--- src/rtl/spi_pkg.sv ---
// Shared types for the multi-slave SPI master: FSM state encoding and the
// latched SPI mode (clock polarity / phase).
package spi_pkg;

  typedef enum logic [1:0] {
    IDLE,
    LEAD,
    XFER,
    TRAIL
  } spi_state_e;

  typedef struct packed {
    logic cpol;
    logic cpha;
  } spi_mode_t;

endpackage

--- src/rtl/spi_clkgen.sv ---
// SCLK divider: counts CLK_DIV system clocks per tick and, while toggling is
// enabled, flips the SCLK phase on every tick with leading/trailing strobes.
module spi_clkgen #(
  parameter int CLK_DIV = 2
) (
  input  logic clk,
  input  logic reset,
  input  logic enable,
  input  logic toggle_en,
  input  logic cpol,
  output logic tick,
  output logic lead,
  output logic trail,
  output logic sclk
);

  localparam int DIV_W = (CLK_DIV > 1) ? $clog2(CLK_DIV) : 1;
  localparam logic [DIV_W-1:0] DIV_LAST = DIV_W'(CLK_DIV - 1);

  logic [DIV_W-1:0] div_q, div_d;
  logic             phase_q, phase_d;

  // phase 0 is the idle level, so SCLK follows the latched polarity outside XFER
  assign tick  = enable && (div_q == DIV_LAST);
  assign lead  = tick && toggle_en && !phase_q;
  assign trail = tick && toggle_en && phase_q;
  assign sclk  = cpol ^ phase_q;

  always_comb begin
    div_d   = div_q;
    phase_d = phase_q;
    if (!enable) begin
      div_d   = '0;
      phase_d = 1'b0;
    end else begin
      div_d = tick ? '0 : div_q + DIV_W'(1);
      if (tick && toggle_en) begin
        phase_d = ~phase_q;
      end
    end
  end

  always_ff @(posedge clk or posedge reset) begin
    if (reset) begin
      div_q   <= '0;
      phase_q <= 1'b0;
    end else begin
      div_q   <= div_d;
      phase_q <= phase_d;
    end
  end

endmodule

--- src/rtl/spi_master_multi.sv ---
// SPI master with NUM_SLAVES active-low chip selects, run-time selectable
// mode (cpol/cpha) and a CLK_DIV-divided serial clock.
module spi_master_multi
  import spi_pkg::*;
#(
  parameter int DATA_WIDTH = 8,
  parameter int NUM_SLAVES = 4,
  parameter int CLK_DIV    = 2,
  localparam int SEL_W     = (NUM_SLAVES > 1) ? $clog2(NUM_SLAVES) : 1
) (
  input  logic                  clk,
  input  logic                  reset,
  input  logic                  start,
  input  logic [SEL_W-1:0]      slaveSelect,
  input  logic                  cpol,
  input  logic                  cpha,
  input  logic [DATA_WIDTH-1:0] masterDataToSend,
  output logic [DATA_WIDTH-1:0] masterDataReceived,
  output logic                  busy,
  output logic                  done,
  output logic                  SCLK,
  output logic [NUM_SLAVES-1:0] CS,
  output logic                  MOSI,
  input  logic                  MISO
);

  localparam int HALF_W = $clog2(2 * DATA_WIDTH);
  localparam logic [HALF_W-1:0] LAST_HALF = HALF_W'(2 * DATA_WIDTH - 1);

  spi_state_e            state_q, state_d;
  spi_mode_t             mode_q, mode_d;
  logic [SEL_W-1:0]      sel_q, sel_d;
  logic [HALF_W-1:0]     half_q, half_d;
  logic [DATA_WIDTH-1:0] tx_q, tx_d;
  logic [DATA_WIDTH-1:0] rx_q, rx_d;
  logic [DATA_WIDTH-1:0] rdata_q, rdata_d;
  logic                  mosi_q, mosi_d;
  logic                  done_q, done_d;

  logic tick, lead, trail;
  logic accept, last_half, sample, shift;

  spi_clkgen #(
    .CLK_DIV(CLK_DIV)
  ) u_clkgen (
    .clk      (clk),
    .reset    (reset),
    .enable   (state_q != IDLE),
    .toggle_en(state_q == XFER),
    .cpol     (mode_q.cpol),
    .tick     (tick),
    .lead     (lead),
    .trail    (trail),
    .sclk     (SCLK)
  );

  // the done cycle is already IDLE, so it is excluded explicitly
  assign accept = (state_q == IDLE) && !done_q && start &&
                  ({1'b0, slaveSelect} < (SEL_W + 1)'(NUM_SLAVES));
  assign last_half = (half_q == LAST_HALF);
  assign sample    = mode_q.cpha ? trail : lead;
  assign shift     = mode_q.cpha ? lead : (trail && !last_half);

  always_ff @(posedge clk or posedge reset) begin
    if (reset) begin
      state_q <= IDLE;
    end else begin
      state_q <= state_d;
    end
  end

  always_comb begin
    state_d = state_q;
    unique case (state_q)
      IDLE:  if (accept)             state_d = LEAD;
      LEAD:  if (tick)               state_d = XFER;
      XFER:  if (tick && last_half)  state_d = TRAIL;
      TRAIL: if (tick)               state_d = IDLE;
      default:                       state_d = IDLE;
    endcase
  end

  always_comb begin
    mode_d  = mode_q;
    sel_d   = sel_q;
    half_d  = half_q;
    tx_d    = tx_q;
    rx_d    = rx_q;
    rdata_d = rdata_q;
    mosi_d  = mosi_q;
    done_d  = (state_q == TRAIL) && tick;

    if (accept) begin
      mode_d = '{cpol: cpol, cpha: cpha};
      sel_d  = slaveSelect;
      half_d = '0;
      if (cpha) begin
        tx_d = masterDataToSend;
      end else begin
        mosi_d = masterDataToSend[DATA_WIDTH-1];
        tx_d   = {masterDataToSend[DATA_WIDTH-2:0], 1'b0};
      end
    end

    if ((state_q == XFER) && tick) begin
      half_d = last_half ? '0 : half_q + HALF_W'(1);
    end
    if (shift) begin
      mosi_d = tx_q[DATA_WIDTH-1];
      tx_d   = {tx_q[DATA_WIDTH-2:0], 1'b0};
    end
    if (sample) begin
      rx_d = {rx_q[DATA_WIDTH-2:0], MISO};
    end
    if (done_d) begin
      rdata_d = rx_q;
    end
  end

  always_comb begin
    busy               = (state_q != IDLE);
    done               = done_q;
    MOSI               = mosi_q;
    masterDataReceived = rdata_q;
    for (int i = 0; i < NUM_SLAVES; i++) begin
      CS[i] = !((state_q != IDLE) && (sel_q == SEL_W'(i)));
    end
  end

  always_ff @(posedge clk or posedge reset) begin
    if (reset) begin
      mode_q  <= '0;
      sel_q   <= '0;
      half_q  <= '0;
      tx_q    <= '0;
      rx_q    <= '0;
      rdata_q <= '0;
      mosi_q  <= 1'b0;
      done_q  <= 1'b0;
    end else begin
      mode_q  <= mode_d;
      sel_q   <= sel_d;
      half_q  <= half_d;
      tx_q    <= tx_d;
      rx_q    <= rx_d;
      rdata_q <= rdata_d;
      mosi_q  <= mosi_d;
      done_q  <= done_d;
    end
  end

endmodule

--- config.mk ---
export PLATFORM = sky130hd
export DESIGN_NAME = spi_master_multi
export DESIGN_NICKNAME = d
export VERILOG_FILES = /design/src/rtl/spi_pkg.sv /design/src/rtl/spi_clkgen.sv /design/src/rtl/spi_master_multi.sv
export SDC_FILE = /design/constraint.sdc
export NUM_CORES = 1
export LEC_CHECK = 0
export ABC_AREA = 0
export CORE_AREA = 4 4 70 72
export CTS_BUF_LIST = sky130_fd_sc_hd__clkbuf_16
export DETAILED_ROUTE_END_ITERATION = 6
export DIE_AREA = 0 0 74 76
export GPL_ROUTABILITY_DRIVEN = 0
export GPL_TIMING_DRIVEN = 0
export PLACE_DENSITY = 0.66
export SLEW_MARGIN = 30
export SYNTH_ARGS = -nofsm -noshare
export SYNTH_HDL_FRONTEND = slang
export SYNTH_SLANG_ARGS = --single-unit
--- constraint.sdc ---
create_clock -name clk -period 4.2 [get_ports clk]
set_input_delay 0.84 -clock clk [delete_from_list [all_inputs] [get_ports clk]]
set_output_delay 0.84 -clock clk [all_outputs]
set_load 0.05 [all_outputs]
==> results by group, run 1 <==
Layout
  – Final cell count without fillers: ~250
  – Most common cell after layout, fill and taps aside: dfrtp_1
  – Share of layout cells above drive strength 1: 21.3%
  – # nets final: between 200 and 250
  – Fin util: 56.3%
  – Diode count: 0
  – Synthesis-to-layout area growth: 30.0%
  – Most frequent cells in the layout: dfrtp_1 (38), clkdlybuf4s50_1 (30), o21ai_0 (21), nand2_1 (21), mux2_2 (19)

Power and ir drop
  – Int Power: 0.00111 W
  – Clock share of power: 22.8%
  – Power density over cell area: 751 mW/mm²
  – Sequential power share: 32.8%
  – Net Sw Frac: between 30% and 40%
  – Leakage Power: 1.11 nW
  – Total power: 0.00182 W
  – Maximum vdd drop: 0.000528 V
  – Combinational Power Share: 44.4%
  – Switch Pwr: roughly 0.0007 W

CTS
  – Clk sinks: 38
  – Clk buf depth: 2
  – Hold Buf Count CTS: 0
  – H-tree levels: 2
  – Clock root cell: clkbuf_16
  – TritonCTS clock tree: done
  – Number of buffers created by CTS: 5
  – Post-CTS sizing: 0
  – Setup bufs post-CTS: 0
  – Clock Latency Late Sink: 0.28 ns
  – Clock-pin slew on the worst setup and hold paths: 0.05 ns

Floorplanning
  – Die Width: 74 µm
  – Initial Util: between 40% and 50%
  – # IOs: 32
  – Core area: ~0.0043 mm²
  – Die height: 76 µm
  – Die Area: 0.00562 mm²
  – Cell row count: 24

GRT
  – Initial antenna violation count: 0
  – Largest net degree at the start of global routing: 21
  – Grt ovf: 0
  – First-pass GRT wire length: about 6300 µm
  – Number of global-route vias before repair: between 1000 and 1500
  – GRT Util Overall: 14.3%

Place
  – Dpl ws: 1.52 ns
  – I/O Buffers: 30
  – # placed instances: ~250
  – DP HPWL: about 2700 µm

Critical path
  – Cell mode on critical path: inv_1
  – Setup CP Type: flop to output pin
  – RR Startpoint: state_q[0]$_DFFE_PP0P_
  – Worst path arrival time: 2.13 ns
  – Worst path required time: 3.36 ns
  – Ordered cell list for the critical path: inv_1 -> ha_1 -> buf_6 -> inv_1 -> nand3_1 -> clkdlybuf4s50_1
  – CP max FO: 9
  – Slowest-stage cell, CP: clkdlybuf4s50_1
  – Critical Path Source: state_q[0]$_DFFE_PP0P_
  – CP top delay family: buffers and inverters
  – Flop2flop setup slack: 2.26 ns
  – Startpoint types: flop
  – Worst path bufs/invs: 4
  – Crit. End Element: output pin
  – Crit path largest cell delay: 0.80 ns

Timing
  – Slack of the critical path: 1.23 ns
  – Final min period: 2.97 ns
  – Clock skew: 0.00191 ns
  – Final Setup Violations: 0
  – Fmax achieved: between 300 and 400 MHz
  – Setup tns final: 0 ns
  – Slew headroom: about 65%
  – Final period utilization: 70.7%
  – Least-Margin Pin Slew: 0.518 ns
  – Max Slew Vio Count: 0
  – Final-report hold violation count: 0
  – RSZ-0062 raised after global routing: no

Routing
  – 1st-iter DRT viols: 41
  – Via density per instance: 5.24
  – DRC: 0
  – DR vias: 1330
  – Avg WL per Cell: 14.2 µm
  – Routed wire length: 3610 µm
  – Drt pass-1 iters: 4
  – Remaining antenna violation count after routing: 0

Logic synthesis
  – Syn. warnings: 0
  – Yosys cell types: 35
  – Synthesized cell area: 0.00186 mm²
  – Sequential area share after synthesis: 51.2%
  – Syn nets: 185
  – #FFs+latches synth: 38
  – Synthesized area per cell: 11.4 µm²
  – Synth Instances: 163

Job
  – Max-cap violations: 0

Hold path
  – Hold crit path type: flop to flop
  – Hold path startpoint: tx_q[1]$_DFFE_PP0P_

Status
  – Status: finished clean
registers in the layout, indices dropped and copies added (netlist names), 2 cells and up:
register and cells:
masterDataReceived 8, rx_q 8, tx_q 8, half_q 4, mode_q 2, sel_q 2, state_q 2
worst min-delay path, cell delays in order, from the launching register on:
cell and delay (ns):
dfrtp_1 0.33, nand2_1 0.05, o21ai_0 0.06
area by class of cell:
| cell class | instances | area [µm²] |
|---|---|---|
| fillers | 380 | 1880 |
| flip-flops and latches | 38 | 951 |
| multi-input cells | 113 | 833 |
| repair buffers | 31 | 328 |
| clock buffers | 5 | 125 |
| well taps | 52 | 65.1 |
| plain buffers | 6 | 51.3 |
| clock inverters | 3 | 40.0 |
| inverters | 6 | 22.5 |
power groups by stage:
stage	Combinational (W)	Clock (W)	Sequential, W
final	0.000806	0.000414	0.000595
after detailed placement	0.000811	0	0.000600
after CTS	0.000817	0.000426	0.000596
after floorplan	0.000510	0	0.000667
after global routing	0.000881	0.000444	0.000616
after global placement	0.000783	0	0.000591
path summary, 6_finish.rpt:
path / cells after the start / endpoint
worst max-delay path: 6 / CS[1]
worst min-delay path: 2 / tx_q[2]$_DFFE_PP0P_
worst max register to register: 6 / rx_q[4]$_DFFE_PP0P_
worst min register to register: 2 / tx_q[2]$_DFFE_PP0P_
max in group asynchronous: 3 / half_q[2]$_DFFE_PP0P_
min in group asynchronous: 2 / sel_q[1]$_DFFE_PP0P_
Yosys cell counts:
cell | count | area (µm²)
and3_1 | 1 | 6.26
nand3_1 | 4 | 20.0
and3b_2 | 2 | 20.0
a21o_1 | 1 | 7.51
clkbuf_1 | 1 | 3.75
ha_1 | 6 | 75.1
nand2_2 | 1 | 6.26
buf_6 | 2 | 22.5
nand2_1 | 21 | 78.8
a22o_1 | 1 | 8.76
nor2_1 | 7 | 26.3
buf_2 | 2 | 10.0
a21boi_1 | 1 | 7.51
a21oi_1 | 1 | 5.00
o21ai_2 | 2 | 17.5
o311ai_0 | 1 | 8.76
nand3b_4 | 1 | 20.0
and2b_1 | 2 | 15.0
o21bai_1 | 1 | 7.51
nor2b_4 | 1 | 13.8
a22oi_1 | 1 | 7.51
mux2_2 | 19 | 214
a211oi_1 | 1 | 7.51
o21ai_0 | 21 | 105
nor2_2 | 1 | 6.26
inv_1 | 6 | 22.5
o211a_4 | 1 | 17.5
nor3_1 | 1 | 5.00
xor2_1 | 3 | 26.3
nand2b_1 | 1 | 6.26
mux2i_1 | 8 | 80.1
nand4_1 | 1 | 6.26
dfrtp_1 | 38 | 951
buf_8 | 1 | 15.0
o31ai_1 | 1 | 7.51
kinds of logic after synthesis:
| group | count (synthesis) | synth area share, % |
|---|---|---|
| compound gates | 33 | 11.2 |
| xor+xnor | 3 | 1.41 |
| fa+ha+maj | 6 | 4.04 |
| buf+inv | 12 | 3.97 |
| flops | 38 | 51.2 |
| mux | 27 | 15.8 |
| simple gates | 44 | 12.4 |
layer usage:
metal,share of wire (%),wire length (µm),GRT usage [%]
met2,49,1780,22.2
met3,3.5,126,4.49
met4,1.4,51,5.25
met5,0,0,0
met1,46,1660,18.4
stage by stage:
step           hold WS [ns]  area [µm²]
2_1_floorplan         0.444        1860
3_3_place_gp          0.454        2220
3_5_place_dp          0.461        2250
4_1_cts               0.476        2420
5_1_grt               0.504        2420
6_report              0.472        2420
Note: power is estimated with default switching activity, not from simulation.
==> inputs of run 2 (changes only) <==
--- a/config.mk
+++ b/config.mk
@@ -12,7 +12,7 @@
 export DIE_AREA = 0 0 74 76
 export GPL_ROUTABILITY_DRIVEN = 0
 export GPL_TIMING_DRIVEN = 0
-export PLACE_DENSITY = 0.66
+export PLACE_DENSITY = 0.69
 export SLEW_MARGIN = 30
 export SYNTH_ARGS = -nofsm -noshare
 export SYNTH_HDL_FRONTEND = slang
==> constraint.sdc (replaced) <==
create_clock -name clk -period 2.6 [get_ports clk]
set_input_delay 0.52 -clock clk [delete_from_list [all_inputs] [get_ports clk]]
set_output_delay 0.52 -clock clk [all_outputs]
set_load 0.05 [all_outputs]
==> run 2 against run 1 <==
Core utilization down 1.5 points. Register-to-register slack worse by 1.6 ns. Die area unchanged. First-iteration DRC count up 29%. Worst hold slack about the same. Via count down 2.3%. Design area down 2.6%. Non-clock buffer count down 1. Count of clock-buffer cells in the layout unchanged. Global-route usage up 0.21 points. Sequential power up 62%. Clock power up 35%. Critical path type unchanged.
==> results by group, run 2 (synthesis gave the netlist of run 1 again) <==
Critical path
  – Worst path depth: 6
  – Flop2flop setup slack: 0.64 ns
  – Setup CP Type: flop to output pin
  – Slowest-stage cell, CP: dlygate4sd2_1
  – R2r worst-path depth: 6
  – Startpoint types: flop
  – Critical Path Source: state_q[0]$_DFFE_PP0P_
  – Crit path largest cell delay: about 0.53 ns
  – Ordered cell list for the critical path: inv_1 -> ha_1 -> buf_6 -> inv_1 -> nand3_1 -> dlygate4sd2_1
  – Worst path arrival time: 1.87 ns
  – Worst path required time: 2.08 ns
  – RR Startpoint: state_q[0]$_DFFE_PP0P_
  – Crit. End Element: output pin
  – Setup crit end: CS[3]
  – CP top delay family: buffers and inverters
  – Cell mode on critical path: inv_1
  – Worst reg2reg path endpoint: rx_q[5]$_DFFE_PP0P_
  – CP max FO: 9
  – Worst path bufs/invs: 4

CTS
  – Post-CTS sizing: 5
  – Clock root cell: clkbuf_16
  – Number of buffers created by CTS: 5
  – Clock Latency Late Sink: 0.27 ns
  – H-tree levels: 2
  – Clock-pin slew on the worst setup and hold paths: ~0.050 ns
  – Clk sinks: 38
  – Clk buf depth: 2
  – Hold Buf Count CTS: 0
  – TritonCTS clock tree: done
  – Setup bufs post-CTS: 0

Routing
  – Remaining antenna violation count after routing: 0
  – Drt pass-1 iters: 4
  – Via density per instance: just over 5
  – DR vias: 1300
  – 1st-iter DRT viols: between 50 and 60
  – Avg WL per Cell: 14.8 µm
  – Routed wire length: roughly 3700 µm
  – DRC: 0

Timing
  – Setup tns final: 0 ns
  – Final period utilization: 91.8%
  – Least-Margin Pin Slew: roughly 0.78 ns
  – Fmax achieved: 419 MHz
  – Final-report hold violation count: 0
  – Clock skew: roughly 0.0021 ns
  – Final min period: ~2.4 ns
  – Final Setup Violations: 0
  – Max Slew Vio Count: 0
  – Slew headroom: 47.7%
  – RSZ-0062 raised after global routing: no

Status
  – Status: finished clean

Floorplanning
  – Initial Util: between 40% and 50%
  – # IOs: 32
  – Core area: ~0.0043 mm²
  – Die height: ~76 µm
  – Die Width: 74 µm
  – Cell row count: 24
  – Die Area: 0.00562 mm²

GRT
  – Number of global-route vias before repair: 1327
  – Largest net degree at the start of global routing: 39
  – Grt ovf: 0
  – Initial antenna violation count: 0
  – First-pass GRT wire length: approximately 6300 µm
  – GRT Util Overall: 14.5%

Power and ir drop
  – Leakage Power: 1.08 nW
  – Maximum vdd drop: 0.000578 V
  – Power density over cell area: 1190 mW/mm²

Layout
  – Most common cell after layout, fill and taps aside: dfrtp_1
  – Diode count: 0
  – # nets final: about 220
  – Share of layout cells above drive strength 1: 20.0%
  – Most frequent cells in the layout: dfrtp_1 (38), clkdlybuf4s50_1 (25), o21ai_0 (21), nand2_1 (21), mux2_2 (19)
  – Fin util: 54.8%
  – Synthesis-to-layout area growth: 26.7%

Hold path
  – Hold crit path type: flop to flop

Place
  – I/O Buffers: 30
  – DP HPWL: 2690 µm

Job
  – Max-cap violations: 0
## run 2: cell types whose count changed in the layout (fill, tap and decap cells not counted)
| cell | change |
|---|---|
| clkdlybuf4s50_1 | -5 |
| buf_16 | -1 |
| dlygate4sd2_1 | +5 |
| clkinvlp_4 | +1 |
| clkinv_2 | -2 |
| inv_1 | +1 |
| bufinv_16 | -1 |
## run 2: area by class of cell
type / count / area, µm²
tap: 52 / 65.1
fill: 363 / 1940
clock buffer: 5 / 125
clock inverter: 2 / 11.3
timing repair buffer: 30 / 294
inverter: 6 / 22.5
buffer: 6 / 51.3
multi-input combinational: 113 / 833
sequential: 38 / 951
## run 2: power by group
group | internal [W] | total (W) | switching [W]
combinational | 0.000508 | 0.00127 | 0.000764
clock | 0.000345 | 0.000560 | 0.000215
sequential | 0.000810 | 0.000965 | 0.000155
total | 0.00166 | 0.00280 | 0.00113
## run 2: worst min path at each step
stage | depth (start not counted) | end | start | slack, ns
2_1_floorplan | 2 | MOSI$_DFFE_PP0P_ | tx_q[7]$_DFFE_PP0P_ | 0.44
3_3_place_gp | 2 | tx_q[1]$_DFFE_PP0P_ | tx_q[0]$_DFFE_PP0P_ | 0.45
3_5_place_dp | 2 | tx_q[4]$_DFFE_PP0P_ | tx_q[3]$_DFFE_PP0P_ | 0.46
4_1_cts | 2 | tx_q[2]$_DFFE_PP0P_ | tx_q[1]$_DFFE_PP0P_ | 0.47
5_1_grt | 2 | tx_q[4]$_DFFE_PP0P_ | tx_q[3]$_DFFE_PP0P_ | 0.51
6_report | 2 | tx_q[2]$_DFFE_PP0P_ | tx_q[1]$_DFFE_PP0P_ | 0.47
## run 2: tightest hold or removal path, delay by kind of cell (launching register included)
kind / cells / cell delay, ns
AND/OR/NAND/NOR: 1 / 0.05
flip-flops: 1 / 0.33
AO/OA/AOI/OAI: 1 / 0.06
## run 2: routing by layer
metal | part of all wire, % | global-route usage [%] | vias to the layer above
met4 | 2.0 | 7.07 | 0
met2 | 48 | 21.4 | 26
met1 | 46 | 18.8 | 625
met3 | 4.1 | 4.75 | 9
met5 | 0 | 0 | -
li1 | - | - | 640
## run 2: stage by stage
stage | total power (W) | area [µm²] | worst slack (ns) | hold WS, ns | cells
after global routing | 0.00299 | 2350 | 0.113 | 0.506 | 252
after global placement | 0.00222 | 2220 | 0.278 | 0.454 | 245
final | 0.00280 | 2350 | 0.214 | 0.472 | 252
after detailed placement | 0.00227 | 2220 | 0.233 | 0.464 | 245
after floorplan | 0.00190 | 1860 | 0.405 | 0.444 | 163
after CTS | 0.00282 | 2350 | 0.210 | 0.473 | 252
